$ cat src/rtl/wordle_pkg.sv
// Shared definitions for the Wordle scoring datapath.
//   - Tile color encodings (gray / yellow / green)
//   - Word geometry (letters per word, rows in the grid)
//   - Scorer state encoding
//   - letter_at(): selects one 8-bit letter out of a packed 5-letter word
package wordle_pkg;

  localparam int N_LETTERS = 5;
  localparam int N_ROWS    = 6;

  localparam logic [1:0] COLOR_GRAY   = 2'b00;
  localparam logic [1:0] COLOR_YELLOW = 2'b01;
  localparam logic [1:0] COLOR_GREEN  = 2'b10;

  // Highest letter index; every counter wraps from here back to 0.
  localparam logic [2:0] LAST_IDX = 3'd4;

  typedef enum logic [2:0] {
    ST_IDLE   = 3'd0,
    ST_GREEN  = 3'd1,
    ST_YELLOW = 3'd2,
    ST_WRITE  = 3'd3,
    ST_DONE   = 3'd4
  } state_t;

  // Letter 0 sits in the top byte of the packed word, letter 4 in the bottom.
  function automatic logic [7:0] letter_at(input logic [39:0] word,
                                           input logic [2:0]  idx);
    logic [7:0] sel;
    case (idx)
      3'd0:    sel = word[39:32];
      3'd1:    sel = word[31:24];
      3'd2:    sel = word[23:16];
      3'd3:    sel = word[15:8];
      3'd4:    sel = word[7:0];
      default: sel = 8'd0;
    endcase
    return sel;
  endfunction

endpackage

$ cat src/rtl/wordle_guess_scorer.sv
// Sequential Wordle guess scorer.
// Latches a guess/answer/row on start, scores the guess with a green pass
// (5 cycles) and a duplicate-aware yellow pass (25 cycles) through one shared
// 8-bit comparator, streams the five tiles into the tile memory (5 cycles),
// then pulses done and publishes colors/win.
// Ports:
//   Clk, reset_n          clock, async active-low reset
//   start, guess, answer, row   scoring request from the guess state machine
//   busy, done, err       status (done/err are one-cycle pulses)
//   colors, win           result of the last completed scoring, held
//   wr_en, wr_row, wr_col, wr_char, wr_color   tile-memory write port
module wordle_guess_scorer
  import wordle_pkg::*;
#(
  parameter int N_ROWS = wordle_pkg::N_ROWS
) (
  input  logic        Clk,
  input  logic        reset_n,
  input  logic        start,
  input  logic [39:0] guess,
  input  logic [39:0] answer,
  input  logic [2:0]  row,
  output logic        busy,
  output logic        done,
  output logic        err,
  output logic [9:0]  colors,
  output logic        win,
  output logic        wr_en,
  output logic [2:0]  wr_row,
  output logic [2:0]  wr_col,
  output logic [7:0]  wr_char,
  output logic [1:0]  wr_color
);

  // Extra bit so that N_ROWS = 8 still compares correctly against a 3-bit row.
  localparam logic [3:0] ROW_LIMIT = 4'(N_ROWS);

  state_t      state_r;
  logic [39:0] guess_r;
  logic [39:0] answer_r;
  logic [2:0]  row_r;
  logic [4:0]  used_r;
  logic [1:0]  color_r [N_LETTERS];
  logic [2:0]  i_r;
  logic [2:0]  j_r;

  logic        busy_r;
  logic        done_r;
  logic        err_r;
  logic [9:0]  colors_r;
  logic        win_r;
  logic        wr_en_r;
  logic [2:0]  wr_row_r;
  logic [2:0]  wr_col_r;
  logic [7:0]  wr_char_r;
  logic [1:0]  wr_color_r;

  logic [7:0]  cmp_guess_s;
  logic [7:0]  cmp_answer_s;
  logic        match_s;
  logic [9:0]  colors_pack_s;
  logic        win_pack_s;
  logic        yellow_hit_s;

  // Shared letter comparator: the guess side always follows i, the answer
  // side follows i during the green pass and j during the yellow pass.
  always_comb begin
    cmp_guess_s = letter_at(guess_r, i_r);
    if (state_r == ST_GREEN) begin
      cmp_answer_s = letter_at(answer_r, i_r);
    end else begin
      cmp_answer_s = letter_at(answer_r, j_r);
    end
    match_s = (cmp_guess_s == cmp_answer_s);
  end

  // Yellow candidate: letter i still gray, answer slot j not yet claimed.
  always_comb begin
    if ((color_r[i_r] == COLOR_GRAY) && !used_r[j_r] && match_s) begin
      yellow_hit_s = 1'b1;
    end else begin
      yellow_hit_s = 1'b0;
    end
  end

  // Packed view of the internal colors for publishing in DONE.
  always_comb begin
    colors_pack_s = {color_r[0], color_r[1], color_r[2], color_r[3], color_r[4]};
    win_pack_s    = (colors_pack_s == {COLOR_GREEN, COLOR_GREEN, COLOR_GREEN,
                                       COLOR_GREEN, COLOR_GREEN});
  end

  // Scoring FSM with all outputs registered.
  always_ff @(posedge Clk or negedge reset_n) begin
    if (!reset_n) begin
      state_r    <= ST_IDLE;
      guess_r    <= 40'd0;
      answer_r   <= 40'd0;
      row_r      <= 3'd0;
      used_r     <= 5'd0;
      for (int k = 0; k < N_LETTERS; k++) color_r[k] <= COLOR_GRAY;
      i_r        <= 3'd0;
      j_r        <= 3'd0;
      busy_r     <= 1'b0;
      done_r     <= 1'b0;
      err_r      <= 1'b0;
      colors_r   <= 10'd0;
      win_r      <= 1'b0;
      wr_en_r    <= 1'b0;
      wr_row_r   <= 3'd0;
      wr_col_r   <= 3'd0;
      wr_char_r  <= 8'd0;
      wr_color_r <= COLOR_GRAY;
    end else begin
      done_r <= 1'b0;
      err_r  <= 1'b0;
      case (state_r)
        ST_IDLE: begin
          if (start) begin
            if ({1'b0, row} < ROW_LIMIT) begin
              guess_r  <= guess;
              answer_r <= answer;
              row_r    <= row;
              used_r   <= 5'd0;
              for (int k = 0; k < N_LETTERS; k++) color_r[k] <= COLOR_GRAY;
              i_r      <= 3'd0;
              j_r      <= 3'd0;
              busy_r   <= 1'b1;
              state_r  <= ST_GREEN;
            end else begin
              err_r <= 1'b1;
            end
          end
        end

        ST_GREEN: begin
          if (match_s) begin
            color_r[i_r] <= COLOR_GREEN;
            used_r[i_r]  <= 1'b1;
          end
          if (i_r == LAST_IDX) begin
            i_r     <= 3'd0;
            state_r <= ST_YELLOW;
          end else begin
            i_r <= i_r + 3'd1;
          end
        end

        // Always a full 5x5 sweep; once letter i turns yellow the
        // gray check in yellow_hit_s blocks further claims for that i.
        ST_YELLOW: begin
          if (yellow_hit_s) begin
            color_r[i_r] <= COLOR_YELLOW;
            used_r[j_r]  <= 1'b1;
          end
          if (j_r == LAST_IDX) begin
            j_r <= 3'd0;
            if (i_r == LAST_IDX) begin
              // Preload column 0 so the write strobe starts with WRITE.
              // color_r[0] is already final here.
              i_r        <= 3'd0;
              state_r    <= ST_WRITE;
              wr_en_r    <= 1'b1;
              wr_row_r   <= row_r;
              wr_col_r   <= 3'd0;
              wr_char_r  <= letter_at(guess_r, 3'd0);
              wr_color_r <= color_r[0];
            end else begin
              i_r <= i_r + 3'd1;
            end
          end else begin
            j_r <= j_r + 3'd1;
          end
        end

        // The write port shows column i; load column i+1 for the next cycle.
        ST_WRITE: begin
          if (i_r == LAST_IDX) begin
            i_r      <= 3'd0;
            wr_en_r  <= 1'b0;
            done_r   <= 1'b1;
            colors_r <= colors_pack_s;
            win_r    <= win_pack_s;
            state_r  <= ST_DONE;
          end else begin
            i_r        <= i_r + 3'd1;
            wr_col_r   <= i_r + 3'd1;
            wr_char_r  <= letter_at(guess_r, i_r + 3'd1);
            wr_color_r <= color_r[i_r + 3'd1];
          end
        end

        ST_DONE: begin
          busy_r  <= 1'b0;
          state_r <= ST_IDLE;
        end

        default: begin
          busy_r  <= 1'b0;
          wr_en_r <= 1'b0;
          i_r     <= 3'd0;
          j_r     <= 3'd0;
          state_r <= ST_IDLE;
        end
      endcase
    end
  end

  assign busy     = busy_r;
  assign done     = done_r;
  assign err      = err_r;
  assign colors   = colors_r;
  assign win      = win_r;
  assign wr_en    = wr_en_r;
  assign wr_row   = wr_row_r;
  assign wr_col   = wr_col_r;
  assign wr_char  = wr_char_r;
  assign wr_color = wr_color_r;

endmodule

$ cat config.mk
export PLATFORM = sky130hd
export DESIGN_NAME = wordle_guess_scorer
export DESIGN_NICKNAME = d
export VERILOG_FILES = /design/src/rtl/wordle_pkg.sv /design/src/rtl/wordle_guess_scorer.sv
export SDC_FILE = /design/constraint.sdc
export NUM_CORES = 1
export LEC_CHECK = 0
export CAP_MARGIN = 25
export CORE_ASPECT_RATIO = 0.6
export CORE_UTILIZATION = 40
export CTS_BUF_LIST = sky130_fd_sc_hd__clkbuf_16
export CTS_CLUSTER_DIAMETER = 120
export DETAILED_ROUTE_END_ITERATION = 12
export PLACE_DENSITY = 0.69
export SETUP_SLACK_MARGIN = 0.4
export SLEW_MARGIN = 5
export SYNTH_ARGS = -nofsm -noshare
export SYNTH_HDL_FRONTEND = slang
export SYNTH_SLANG_ARGS = --single-unit
$ cat constraint.sdc
create_clock -name Clk -period 4 [get_ports Clk]
set_input_delay 0.6 -clock Clk [delete_from_list [all_inputs] [get_ports Clk]]
set_output_delay 0.6 -clock Clk [all_outputs]
set_load 0.01 [all_outputs]
Yosys cells after proc, flatten, opt, wreduce, memory -nomap -nowiden
Cells that the tools add are included.
- flip-flop bits (word level): 138
- input bits: 86
- word-level logic and storage cells: 168
- multiplexer cells: 68
- eq/ne operators: 27
- $lt $le $gt $ge: 8
- $add $sub $neg: 2
- bitwise gates (word level): 14
- reduce and logical (&&, ||, !) cells: 27
- operator list (cell ; count):
    case mux 8 bit (5 select lines) ; 4
    2-to-1 mux 3 bit ; 14
    2-to-1 mux 10 bit ; 4
    2-to-1 mux 8 bit ; 4
    case mux 10 bit (3 select lines) ; 1
    == test 3 x 2 -> 1 bit, second input constant ; 8
    case mux 3 bit (4 select lines) ; 2
    2-to-1 mux 5 bit ; 4
    OR 5 bit ; 4
    2-to-1 mux 2 bit ; 8
    != test 2 bit, second input constant ; 8
    case mux 8 bit (2 select lines) ; 1
    case mux 5 bit (3 select lines) ; 1
    2-to-1 mux 1 bit ; 14
    binary-select mux 2 bit (select 3 bit) ; 2
    == test 3 x 1 -> 1 bit, second input constant ; 4
    == test 3 bit, second input constant ; 4
    logical NOT 3 bit ; 4
    AND reduction 3 bit ; 4
    AND reduction 4 bit ; 3
    bitwise AND 5 bit ; 2
    == test 10 bit, second input constant ; 1
    inverter 5 bit ; 2
    case mux 3 bit (3 select lines) ; 1
    other kinds (27) ; 42

Longest topological paths before layout
- word-level depth: 10
- depth in mapped cells: 15
- mapped depth without buffers: 10

Worst setup path after synthesis
OpenSTA, ideal clock, no wires.
- path type: flip-flop to flip-flop
- start point: register i_r[1]
- end point: register color_r[9] (netlist bit)
- path buffers: 3
- slack: 960 ps
- data arrival time: 2903 ps
- cell stages (with the launch flop): 14
- clock period less this slack: 3040 ps
- path through: dfrtp_1 clkbuf_1 inv_1 ha_1 clkbuf_1 nor2b_1 buf_2 a222oi_1 o21ai_0 xnor2_1 nor4_1 nand4_1 or4_4 mux2i_1
- longest elaborated chain between the ends: 10
- elaborated cells between the ends (all ways): 31
- classes of those cells: order compare: 2; eq/ne: 7; mux: 12; bitwise: 4; reduce/logical: 6
- RTL lines (item ; RTL line ; RTL):
    start, declared ; wordle_guess_scorer.sv:44 ; logic [2:0] i_r;
    start signal, assigned ; wordle_guess_scorer.sv:145 ; i_r <= i_r + 3'd1;
    start signal, assigned ; wordle_guess_scorer.sv:169 ; i_r <= i_r + 3'd1;
    start signal, assigned ; wordle_guess_scorer.sv:186 ; i_r <= i_r + 3'd1;
    branches (longest 10 deep; another with case mux 8 bit (5 select lines)) ; -- ;
    end signal, assigned by index ; wordle_guess_scorer.sv:138 ; color_r[i_r] <= COLOR_GREEN;
    end signal, assigned by index ; wordle_guess_scorer.sv:153 ; color_r[i_r] <= COLOR_YELLOW;
    end, declared ; wordle_guess_scorer.sv:43 ; logic [1:0] color_r [N_LETTERS];
Parallel ways; which one is timed is not known. The select of a mux whose other input is x is not followed.
A chain may end at the register's enable or synchronous reset.

Worst setup path in the final report
- start point: register j_r[0]
- end point: register color_r[0] (netlist bit)
- longest elaborated chain between the ends: 8
- elaborated cells between the ends (all ways): 17
- classes of those cells: eq/ne: 7; mux: 5; reduce/logical: 5
- RTL lines (item ; RTL line ; RTL):
    start, declared ; wordle_guess_scorer.sv:45 ; logic [2:0] j_r;
    start signal, assigned ; wordle_guess_scorer.sv:172 ; j_r <= j_r + 3'd1;
    == test 3 bit, or another cell as far along ; wordle_pkg.sv:30 ; case (idx)
    case mux 8 bit (5 select lines) or 2-to-1 mux 1 bit (tied branches) ; wordle_pkg.sv:30, wordle_guess_scorer.sv:79 ;
    2-to-1 mux 8 bit or logical NOT 1 bit (tied branches) ; wordle_guess_scorer.sv:69, wordle_guess_scorer.sv:79 ;
    == test 8 bit or logical AND 1 bit (tied branches) ; wordle_guess_scorer.sv:74, wordle_guess_scorer.sv:79 ;
    logical AND 1 bit ; wordle_guess_scorer.sv:79 ; if ((color_r[i_r] == COLOR_GRAY) && !used_r[j_r] && match_s) begin
    2-to-1 mux 1 bit ; wordle_guess_scorer.sv:79 ;
    != test 2 bit (no line) ; -- ;
    AND reduction 5 bit (no line) * ; -- ;
Mark *: on every way between the ends. The rest lies on a longest branch, timed or not. The select of a mux whose other input is x is not followed.

==> metrics.txt <==
# TYPE chip_impl_metric gauge
chip_impl_metric{name="num-nets-final",unit=""} 838
chip_impl_metric{name="initial_utilization",unit="%"} 41.1
chip_impl_metric{name="crit_path_max_fanout",unit=""} 10
chip_impl_metric{name="tritoncts_num_sinks",unit=""} 138
chip_impl_metric{name="detailedPlace.worstSlack",unit="ns"} 0.316
chip_impl_metric{name="power.switching",unit="mW"} 2.58
chip_impl_metric{name="port_buffers",unit=""} 116
chip_impl_metric{name="postLayoutCoreUtil",unit="%"} 53.4
chip_impl_metric{name="post_cts_repair_timing_setup_buffer_count",unit=""} 0
chip_impl_metric{name="finalCritPeriodShare",unit="%"} 82.0
chip_impl_metric{name="die_y",unit="µm"} 105
chip_impl_metric{name="first_pass_iters",unit=""} 5
chip_impl_metric{name="ant_nets",unit=""} 0
chip_impl_metric{name="dp_hpwl",unit="mm"} 14.6
chip_impl_info{name="layout.cells.most_common",value="sky130_fd_sc_hd__dfrtp_1"} 1
chip_impl_metric{name="cts_buffer_depth",unit=""} 2
chip_impl_metric{name="grt_start_max_net_pins",unit=""} 97
chip_impl_metric{name="mean_routed_wirelength_per_cell",unit="µm"} 20.6
chip_impl_metric{name="grt_pass1_vias",unit=""} 5785
chip_impl_info{name="run_status",value="complete, no violations"} 1
chip_impl_metric{name="netlist_area",unit="µm²"} 7100
chip_impl_metric{name="grt_util_all_layers",unit="%"} 22.6
chip_impl_metric{name="max-slew-margin-rel",unit="%"} 39.9
chip_impl_metric{name="power.internal",unit="mW"} 4.33
chip_impl_info{name="setup.worst_path.end_class",value="register"} 1
chip_impl_metric{name="power.ir.vdd_worst",unit="mV"} 0.295
chip_impl_metric{name="finalWorstSetupSlack",unit="ns"} 0.720
chip_impl_metric{name="syn_to_final_growth",unit="%"} 29.8
chip_impl_metric{name="mappedNetlistNets",unit=""} 734
chip_impl_info{name="most-common-layout-cells",value="sky130_fd_sc_hd__dfrtp_1 (137), sky130_fd_sc_hd__clkdlybuf4s50_1 (115), sky130_fd_sc_hd__mux2_2 (96)"} 1
chip_impl_metric{name="core-area",unit="µm²"} 17300
chip_impl_metric{name="critical_path_arrival",unit="ns"} 3.57
chip_impl_metric{name="asyncSetResetFlopFracSynth",unit="%"} 100
chip_impl_metric{name="power.share.switching",unit="%"} 37.3
chip_impl_metric{name="drtIter0Drc",unit=""} 560
chip_impl_metric{name="fin_tns_setup",unit="ns"} 0
chip_impl_metric{name="power_density",unit="nW/µm²"} 749
chip_impl_metric{name="gp_routability_congestion",unit=""} 0.973
chip_impl_metric{name="grt_antenna_before_repair",unit=""} 0
chip_impl_info{name="most_common_flop_cell_mapped_by_yosys",value="sky130_fd_sc_hd__dfrtp_1"} 1
chip_impl_metric{name="worst_ep_required_time",unit="ns"} 4.29
chip_impl_metric{name="cts-buffers-inserted",unit=""} 17
chip_impl_metric{name="synth-seq-cells",unit=""} 138
chip_impl_metric{name="grt_first_pass_wirelength",unit="mm"} 32.3
chip_impl_metric{name="skew",unit="ns"} 0.00901
chip_impl_metric{name="final-max-slew-violation-count",unit=""} 0
chip_impl_metric{name="share_seq_of_total_power",unit="%"} 34.5
chip_impl_metric{name="std_cell_rows",unit=""} 37
chip_impl_metric{name="hold_buffers",unit=""} 0
chip_impl_metric{name="syn-instance-count",unit=""} 634
chip_impl_info{name="worst_hold_path_type",value="in2async"} 1
chip_impl_metric{name="die_w",unit="µm"} 174
chip_impl_metric{name="timing_hold_violations_final",unit=""} 0
chip_impl_metric{name="drv.max_cap_violation_count",unit=""} 0
chip_impl_metric{name="report.final.setup_viol",unit=""} 0
chip_impl_metric{name="floorplan.die_area",unit="µm²"} 18300
chip_impl_metric{name="routed_via_density",unit=""} 5.88
chip_impl_metric{name="tightestPinTransition",unit="ns"} 0.901
chip_impl_metric{name="fin_cells",unit=""} 985
chip_impl_metric{name="clk_transition_reported_paths",unit="ns"} 0.06
chip_impl_metric{name="power.static_leakage",unit="nW"} 3.78
chip_impl_metric{name="holdWs",unit="ns"} 0.249
chip_impl_info{name="cts_tree",value="done"} 1
chip_impl_metric{name="wl",unit="mm"} 20.3
chip_impl_metric{name="clkLatencyLatePin",unit="ns"} 0.42
chip_impl_metric{name="ys_warn_count",unit=""} 0
chip_impl_metric{name="synthDistinctLibCells",unit=""} 53
chip_impl_metric{name="synth_seq_area_share",unit="%"} 48.6
chip_impl_metric{name="post_synth.cell_area_avg",unit="µm²"} 11.2
chip_impl_metric{name="cts.repair.resized",unit=""} 3
chip_impl_metric{name="max_freq",unit="GHz"} 0.305
chip_impl_metric{name="dr_total_vias",unit=""} 5793
chip_impl_metric{name="synth_enable_flop_cells",unit=""} 0
chip_impl_metric{name="synth_top_cell_area_share",unit="%"} 48.6
chip_impl_metric{name="fraction_of_power_consumed_by_combinational_cells",unit="%"} 39.3
chip_impl_metric{name="placed_cells_incl_taps",unit=""} 953
chip_impl_metric{name="grt.overflow.total",unit=""} 0
chip_impl_metric{name="clock_power_share",unit="%"} 26.1
chip_impl_info{name="synthDominantAreaCellType",value="sky130_fd_sc_hd__dfrtp_1"} 1
chip_impl_info{name="critPathKind",value="reg2reg"} 1
chip_impl_info{name="rsz0062_at_grt",value="false"} 1
chip_impl_info{name="ys_top_cells_by_area",value="sky130_fd_sc_hd__dfrtp_1 (49%), sky130_fd_sc_hd__mux2_2 (15%), sky130_fd_sc_hd__a22oi_1 (4.7%)"} 1
chip_impl_info{name="start_kind",value="register"} 1
chip_impl_metric{name="diodes",unit=""} 0
chip_impl_metric{name="cts_htree_levels",unit=""} 4
chip_impl_metric{name="pin_count",unit=""} 117
chip_impl_info{name="cts_root_buffer",value="sky130_fd_sc_hd__clkbuf_16"} 1
chip_impl_metric{name="drive_gt1_share",unit="%"} 21.8
chip_impl_metric{name="period_needed",unit="ns"} 3.28
chip_impl_metric{name="drt_drc_violations_left",unit=""} 0
flip-flops by register name, indices dropped and copies added (netlist names), 5 cells and up:
signal,flops
answer_r,40
color_r,10
colors,10
wr_char,8
guess_r,40
used_r,5
final timing paths:
kind | startpoint | to | slack, ns | cells past startpoint
worst max-delay path | j_r[0] | color_r[0] | 0.72 | 11
worst min-delay path | reset_n | used_r[1] | 0.25 | 1
worst max register to register | j_r[0] | color_r[0] | 0.72 | 11
worst min register to register | wr_col[1] | wr_col[1] | 0.49 | 2
max in group asynchronous | reset_n | answer_r[26] | 2.82 | 2
min in group Clk | wr_col[1] | wr_col[1] | 0.49 | 2
stage by stage:
stage / instance area [µm²] / power [mW]
after global routing: 9220 / 7.28
after detailed placement: 8510 / 4.99
after global placement: 8510 / 4.88
after floorplan: 7100 / 4.06
after CTS: 9190 / 6.84
final: 9220 / 6.91
synthesized netlist by cell type (15+ instances only):
library cell / n
sky130_fd_sc_hd__mux2_2: 96
sky130_fd_sc_hd__nand2_1: 41
sky130_fd_sc_hd__nand3_1: 17
sky130_fd_sc_hd__mux2i_1: 15
sky130_fd_sc_hd__a22oi_1: 44
sky130_fd_sc_hd__o211ai_1: 16
sky130_fd_sc_hd__dfrtp_1: 138
sky130_fd_sc_hd__nor2_1: 33
sky130_fd_sc_hd__nand3b_1: 15
sky130_fd_sc_hd__a21oi_1: 17
sky130_fd_sc_hd__clkbuf_1: 36
sky130_fd_sc_hd__o21ai_0: 24
power by group through the flow:
stage / clock network (mW) / registers (mW) / logic, mW
final: 1.80 / 2.38 / 2.72
after global routing: 1.89 / 2.43 / 2.95
after CTS: 1.83 / 2.36 / 2.65
after detailed placement: 0 / 2.38 / 2.61
after global placement: 0 / 2.37 / 2.51
after floorplan: 0 / 2.19 / 1.87
critical path: stages (launching register included):
cell and delay (ns):
sky130_fd_sc_hd__dfrtp_1 0.52, sky130_fd_sc_hd__ha_1 0.22, sky130_fd_sc_hd__ha_1 0.45, sky130_fd_sc_hd__nor2_1 0.11, sky130_fd_sc_hd__a21oi_2 0.33, sky130_fd_sc_hd__a22oi_1 0.16, sky130_fd_sc_hd__xnor2_1 0.18, sky130_fd_sc_hd__nor4_2 0.32
sky130_fd_sc_hd__nand4_1 0.22, sky130_fd_sc_hd__buf_4 0.24, sky130_fd_sc_hd__or2_1 0.28, sky130_fd_sc_hd__mux2i_1 0.13
final cells by class:
cell class,instances,area (µm²)
Clock buffer,17,425
Fill cell,1458,8050
Clock inverter,15,248
Tap cell,234,293
Inverter,9,33.8
Multi-Input combinational cell,438,3470
Sequential cell,138,3450
Timing Repair Buffer,134,1300
per-layer routing:
layer	global-route usage, %	up-vias	share of wire [%]	routed length [µm]
li1	-	2603	-	-
met1	33.2	2868	47	9500
met2	33.4	285	44	8900
met3	5.01	37	7.5	1530
met4	6.70	0	1.7	339
met5	0	-	0	0
cells by family after synthesis:
kind of cell	Yosys count	synth area share, %
buffers and inverters	58	3.19
flip-flops	138	48.6
adder cells (fa/ha/maj)	14	2.47
XOR/XNOR	9	1.11
AND/OR/NAND/NOR	141	9.99
AO/OA/AOI/OAI	160	16.3
multiplexers	114	18.3
Note: power is estimated with default switching activity, not from simulation.
